<file path="src/rtl/mpsoc_dbg_wb_req_sync.sv">
// rtl/mpsoc_dbg_wb_req_sync.sv - debug request toggle receiver driving one Wishbone classic cycle per request
// Optional bus watchdog: define MPSOC_DBG_WB_TIMEOUT_EN.
module mpsoc_dbg_wb_req_sync #(
    parameter int AW             = 32,
    parameter int DW             = 32,
    parameter int TIMEOUT_CYCLES = 255
) (
    input  logic            DEST_CLK,
    input  logic            RESET,
    input  logic            REQ_TOGGLE_I,
    input  logic [AW-1:0]   REQ_ADR_I,
    input  logic [DW-1:0]   REQ_DAT_I,
    input  logic            REQ_WE_I,
    input  logic [DW/8-1:0] REQ_SEL_I,
    output logic            ACK_TOGGLE_O,
    output logic [DW-1:0]   RSP_DAT_O,
    output logic            RSP_ERR_O,
    output logic            OVR_O,
    output logic            BUSY_O,
    output logic [AW-1:0]   WB_ADR_O,
    output logic [DW-1:0]   WB_DAT_O,
    output logic [DW/8-1:0] WB_SEL_O,
    output logic            WB_WE_O,
    output logic            WB_CYC_O,
    output logic            WB_STB_O,
    input  logic [DW-1:0]   WB_DAT_I,
    input  logic            WB_ACK_I,
    input  logic            WB_ERR_I
);

    typedef enum logic {
        IDLE = 1'b0,
        BUS  = 1'b1
    } state_t;

    state_t state, state_nxt;
    logic   sync1, sync2, prev;
    logic   req_evt;
    logic   bus_done;
    logic   tmo;
    logic   accept;
    logic   finish;

    always_ff @(posedge DEST_CLK or posedge RESET) begin
        if (RESET) begin
            sync1 <= 1'b0;
            sync2 <= 1'b0;
            prev  <= 1'b0;
        end else begin
            sync1 <= REQ_TOGGLE_I;
            sync2 <= sync1;
            prev  <= sync2;
        end
    end

    assign req_evt  = sync2 ^ prev;
    assign bus_done = WB_ACK_I | WB_ERR_I;

`ifdef MPSOC_DBG_WB_TIMEOUT_EN
    localparam int CW_RAW = $clog2(TIMEOUT_CYCLES + 1);
    localparam int CW     = (CW_RAW < 8) ? 8 : ((CW_RAW > 32) ? 32 : CW_RAW);

    logic [CW-1:0] tmo_cnt;

    always_ff @(posedge DEST_CLK or posedge RESET) begin
        if (RESET) begin
            tmo_cnt <= '0;
        end else if (accept) begin
            tmo_cnt <= '0;
        end else if (state == BUS) begin
            tmo_cnt <= tmo_cnt + CW'(1);
        end
    end

    // A slave answer on the expiry cycle wins over the watchdog.
    assign tmo = (state == BUS) && !bus_done && (tmo_cnt == CW'(TIMEOUT_CYCLES - 1));
`else
    assign tmo = 1'b0;
`endif

    always_ff @(posedge DEST_CLK or posedge RESET) begin
        if (RESET) begin
            state <= IDLE;
        end else begin
            state <= state_nxt;
        end
    end

    always_comb begin
        state_nxt = state;
        accept    = 1'b0;
        finish    = 1'b0;
        case (state)
            IDLE: begin
                if (req_evt) begin
                    accept    = 1'b1;
                    state_nxt = BUS;
                end
            end
            BUS: begin
                if (bus_done || tmo) begin
                    finish    = 1'b1;
                    state_nxt = IDLE;
                end
            end
            default: state_nxt = IDLE;
        endcase
    end

    always_ff @(posedge DEST_CLK or posedge RESET) begin
        if (RESET) begin
            ACK_TOGGLE_O <= 1'b0;
            RSP_DAT_O    <= '0;
            RSP_ERR_O    <= 1'b0;
            OVR_O        <= 1'b0;
            BUSY_O       <= 1'b0;
            WB_ADR_O     <= '0;
            WB_DAT_O     <= '0;
            WB_SEL_O     <= '0;
            WB_WE_O      <= 1'b0;
            WB_CYC_O     <= 1'b0;
        end else begin
            if (accept) begin
                WB_ADR_O <= REQ_ADR_I;
                WB_DAT_O <= REQ_DAT_I;
                WB_SEL_O <= REQ_SEL_I;
                WB_WE_O  <= REQ_WE_I;
                WB_CYC_O <= 1'b1;
                BUSY_O   <= 1'b1;
            end
            if (finish) begin
                WB_CYC_O     <= 1'b0;
                BUSY_O       <= 1'b0;
                ACK_TOGGLE_O <= ~ACK_TOGGLE_O;
                if (bus_done) begin
                    if (!WB_WE_O) begin
                        RSP_DAT_O <= WB_DAT_I;
                    end
                    RSP_ERR_O <= WB_ERR_I & ~WB_ACK_I;
                end else begin
                    RSP_DAT_O <= '0;
                    RSP_ERR_O <= 1'b1;
                end
            end
            // Requests arriving mid-cycle are dropped, only flagged.
            if (req_evt && (state == BUS)) begin
                OVR_O <= 1'b1;
            end
        end
    end

    assign WB_STB_O = WB_CYC_O;

endmodule
</file>
<file path="config.mk">
export PLATFORM = sky130hd
export DESIGN_NAME = mpsoc_dbg_wb_req_sync
export DESIGN_NICKNAME = d
export VERILOG_FILES = /design/src/rtl/mpsoc_dbg_wb_req_sync.sv
export SDC_FILE = /design/constraint.sdc
export NUM_CORES = 1
export LEC_CHECK = 0
export CAP_MARGIN = 10
export CORE_AREA = 2 2 106 108
export CTS_BUF_LIST = sky130_fd_sc_hd__clkbuf_4 sky130_fd_sc_hd__clkbuf_8
export DETAILED_ROUTE_END_ITERATION = 16
export DIE_AREA = 0 0 108 110
export MAX_ROUTING_LAYER = met4
export PLACE_DENSITY = 0.91
export SLEW_MARGIN = 20
export SYNTH_ARGS = -nofsm -noshare
export SYNTH_HDL_FRONTEND = slang
export SYNTH_SLANG_ARGS = --single-unit
</file>
<file path="constraint.sdc">
create_clock -name DEST_CLK -period 4.99 [get_ports DEST_CLK]
set_clock_uncertainty 0.15 [all_clocks]
set_input_delay 0.7485 -clock DEST_CLK [delete_from_list [all_inputs] [get_ports DEST_CLK]]
set_output_delay 0.7485 -clock DEST_CLK [all_outputs]
set_load 0.005 [all_outputs]
</file>
* Word-level counts from Yosys, hierarchy flattened
Index checks and enable logic that the tools add are counted.
** Operators by class
- Equal/unequal tests :: 1
- Multiplexer cells :: 11
- Bitwise operators :: 6
- Reductions and logical operators :: 3
** Operators by type and width (count)
- $mux W32 :: 2
- $mux W1 :: 8
- $not A1 Y1 :: 3
- $ne A2 B2 Y1 const B :: 1
- $pmux W1 S2 :: 1
- $reduce_and A2 Y1 :: 1
- $reduce_bool A2 Y1 :: 1
- $and A1 B1 Y1 :: 1
- $logic_and A1 B1 Y1 :: 1
- $or A1 B1 Y1 :: 1
- $xor A1 B1 Y1 :: 1
** Storage, ports and cells
- Flip-flop bits (word level) :: 109
- Input port bits :: 106
- Output and inout bits :: 107

* Depth between registers and ports, before layout
- Depth after elaboration :: 5
- Mapped depth :: 5

* Least setup slack after synthesis
Ideal clock, no wire load.
- Path type :: input -> register
- Start point :: input WB_ERR_I
- End point :: register RSP_DAT_O[0]
- Library setup time :: 0.125 ns
- Arrival :: 1.455 ns
- Required time :: 4.715 ns
- Setup slack :: 3.261 ns
- Stages :: 4
- Path buffers :: 1
- Cell sequence :: o21ai_2 > nor2_4 > buf_6 > mux2_2
** Between the ends
- Longest elaborated chain between the ends :: 4
- Elaborated cells between the ends (all ways) :: 6
- Classes of those cells :: eq/ne (1); mux (3); bitwise (1); reduce/logical (1)
** RTL lines
- start: declaration :: RTL line 28 : input logic WB_ERR_I
- $or A1 B1 Y1 * :: RTL line 57 : assign bus_done = WB_ACK_I | WB_ERR_I;
- $mux W1 :: RTL line 101 : if (bus_done || tmo) begin
- $mux W1 :: RTL line 93 : case (state)
- $reduce_and A2 Y1 (no source line)
- end signal: assignment :: RTL line 113 : RSP_DAT_O <= '0;
- end signal: assignment :: RTL line 137 : RSP_DAT_O <= WB_DAT_I;
- end signal: assignment :: RTL line 141 : RSP_DAT_O <= '0;
- end: declaration :: RTL line 16 : output logic [DW-1:0] RSP_DAT_O,
Every way passes the cells marked *; elsewhere a longest branch is shown, timed or not.
A chain may end at the register's enable or synchronous reset.

* Worst setup path after layout
- Start point :: register sync2
- End point :: register WB_ADR_O[3]
** Between the ends
- Longest elaborated chain between the ends :: 3
** RTL lines
- start: declaration :: RTL line 37 : logic sync1, sync2, prev;
- start signal: assignment :: RTL line 51 : sync2 <= sync1;
- $xor A1 B1 Y1 :: RTL line 56 : assign req_evt = sync2 ^ prev;
- $mux W1 :: RTL line 95 : if (req_evt) begin
- $mux W1 :: RTL line 93
- end signal: assignment :: RTL line 117 : WB_ADR_O <= '0;
- end signal: assignment :: RTL line 124 : WB_ADR_O <= REQ_ADR_I;
- end: declaration :: RTL line 20 : output logic [AW-1:0] WB_ADR_O,
No other way between the ends.

==> metrics.cfg <==
[synth]
synthesis.nets=343
synth_most_common_cell=dfrtp_1
synth_top_area_frac=0.6156
synth_largest_area_cell=dfrtp_1
synth.distinct_cells=18
synth_edf_count=0
synth-warning-count=0
syn_area_um2=4430
synth_area_leaders=dfrtp_1, mux2_4, mux2_2
synth_cells=237
ys_ff_latch=109
ys_seq_area_frac=0.6156
async_flop_share=1.000
synth_top_cells_by_count=dfrtp_1, mux2_4, mux2_2
syn_avg_cell_area_um2=18.69
synthFlopType=dfrtp_1

[grt]
grt-ovfl-total=0
grt_max_degree=79
antenna_found_initial=0
grt_pass1_vias=3136
grt_pass1_wl_um=15790
grt_usage=0.1790

[timing]
rsz0062_at_grt=no
slew_headroom=0.3645
hold-worst-slack_ns=0.2109
hold_viol=0
maxClockFrequency_mhz=392.9
slew_viol_final=0
fin_crit_ns=2.545
worst_pin_slew_ns=0.9512
tns_ns=0
setup_violations=0
period_share=0.5100

[cts]
cts-root-buf=clkbuf_8
holdBufCountCts=0
insertion_delay_ns=0.36
cts.htree.levels=3
post_cts_buffers=0
cts-resized-gates=0
cts.sinks=109
clk_pin_slew_ns=0.09
clk_path_buf_depth=2
cts_buffers=9
cts_tree=yes

[placed_design]
dp_hpwl_um=7686
place_inst=578
gp_congestion=0.6983
portBuffers=212

[die]
die_y_um=110
io-pin-count=213
die-area_um2=11880
design.core.area_um2=10700
die_x_um=108
rows=38
initial_core_util=0.4142

[cells_and_area]
drive_above_1_share=0.2650
num-fill-cells=809
regArea_um2=2728
syn_to_final_growth_pct=51.09
multi_input_area_um2=1490
layoutNonFillerInstCount=589
final_nets=555
diodes=0

[min_path]
worstHoldPathType=reg -> reg
min_from=sync1
worstHoldPathCells=0
hold_end=sync2

[route]
route.detailed.drc=0
wire_per_inst_um=17.40
first_pass_iters=4
vias_per_cell=4.671
routed_wl_um=10250
drtAntennaViolNets=0
dr.first_iter.drc_count=65
vias=2751

[worst_setup_path]
arrival_ns=2.63
timing.rr.start=sync2
rr_worst_depth=4
reg2reg_to=WB_ADR_O[3]
crit_path_max_fanout=47
start_kind=flop
endpoint_kind=flop
crit_type=reg -> reg
rrSetupSlack_ns=2.45
cp.required_ns=5.08

[pwr]
cellPowerDensity_nw_per_um2=465.3
power.leakage_nw=2.886
vdd_drop_max_mv=0.2045

[outcome]
status=finished, final reports clean

[run]
cap_viol_max_count=0

worst max path at each step:
stage,startpoint,to,depth (start not counted)
final,sync2,WB_ADR_O[3],4
after global routing,sync2,WB_ADR_O[3],4
after CTS,sync2,WB_ADR_O[3],4
after detailed placement,WB_ERR_I,RSP_DAT_O[5],4
after global placement,WB_ERR_I,RSP_DAT_O[1],4
after floorplan,RESET,ACK_TOGGLE_O,1
metrics by stage:
step           utilization  worst slack, ns  instance area (um2)  power, W
3_5_place_dp        0.6122            2.131                 6549  0.002699
6_report            0.6257            2.445                 6694  0.003114
4_1_cts             0.6257            2.414                 6694  0.003161
5_1_grt             0.6257            2.313                 6694  0.003289
2_1_floorplan            -            1.218                 4431  0.001919
3_3_place_gp        0.6122            2.259                 6549  0.002639
layout make-up:
| class | count | area share |
|---|---|---|
| flip-flops and latches | 109 | 0.4075 |
| repair buffers | 214 | 0.3211 |
| multi-input cells | 114 | 0.2226 |
| inverters | 1 | 0.0009346 |
| well taps | 140 | 0.02617 |
| clock buffers | 11 | 0.02168 |
worst max-delay path: stages, from the launching register on:
cell and delay [ns]:
dfrtp_1 0.40, xor2_1 0.25, nor2b_4 0.84, buf_12 0.42
mux2_4 0.34
registers in the layout (all words and copies together) (netlist names):
name and count:
WB_SEL_O 4, OVR_O 1, WB_WE_O 1, sync2 1, state 1, prev 1
RSP_DAT_O 32, WB_ADR_O 32, sync1 1, WB_DAT_O 32, ACK_TOGGLE_O 1, RSP_ERR_O 1
BUSY_O 1
power breakdown:
part	internal (W)	switching [W]	leakage (nW)
clock	0.000188	0.000258	0.0765
sequential	0.00119	0.000185	1.27
combinational	0.000939	0.000354	1.53
total	0.00232	0.000798	2.89
layer usage:
metal	up-vias	track usage	part of all wire
met5	-	-	0
met4	0	0.05495	0.011
met3	10	0.04586	0.066
met2	104	0.3279	0.55
met1	1399	0.1907	0.37
li1	1238	-	-
placed cells by master, fill, tap and decap left out:
master             n
clkdlybuf4s50_1  212
dfrtp_1          109
mux2_4            69
mux2_2            32
clkbuf_8          10
nor2_1             2
a21oi_1            2
xor2_1             1
nor2b_4            1
o21ai_2            1
nor2_4             1
a21o_1             1
inv_4              1
nand2_1            1
o21ai_0            1
a21o_2             1
xnor2_1            1
clkbuf_4           1
buf_12             1
buf_4              1
cells by family (layout without fill, tap and decap cells):
group	count (synthesis)	in the layout	share of synthesized area
and+or+nand+nor	5	5	0.008189
muxes	101	101	0.3152
DFF	109	109	0.6156
xor gates and xnor gates	2	2	0.003954
buffers and inverters	14	226	0.04801
AOI/OAI and AO/OA	6	6	0.009037
Power figures use the tool's default switching activity.
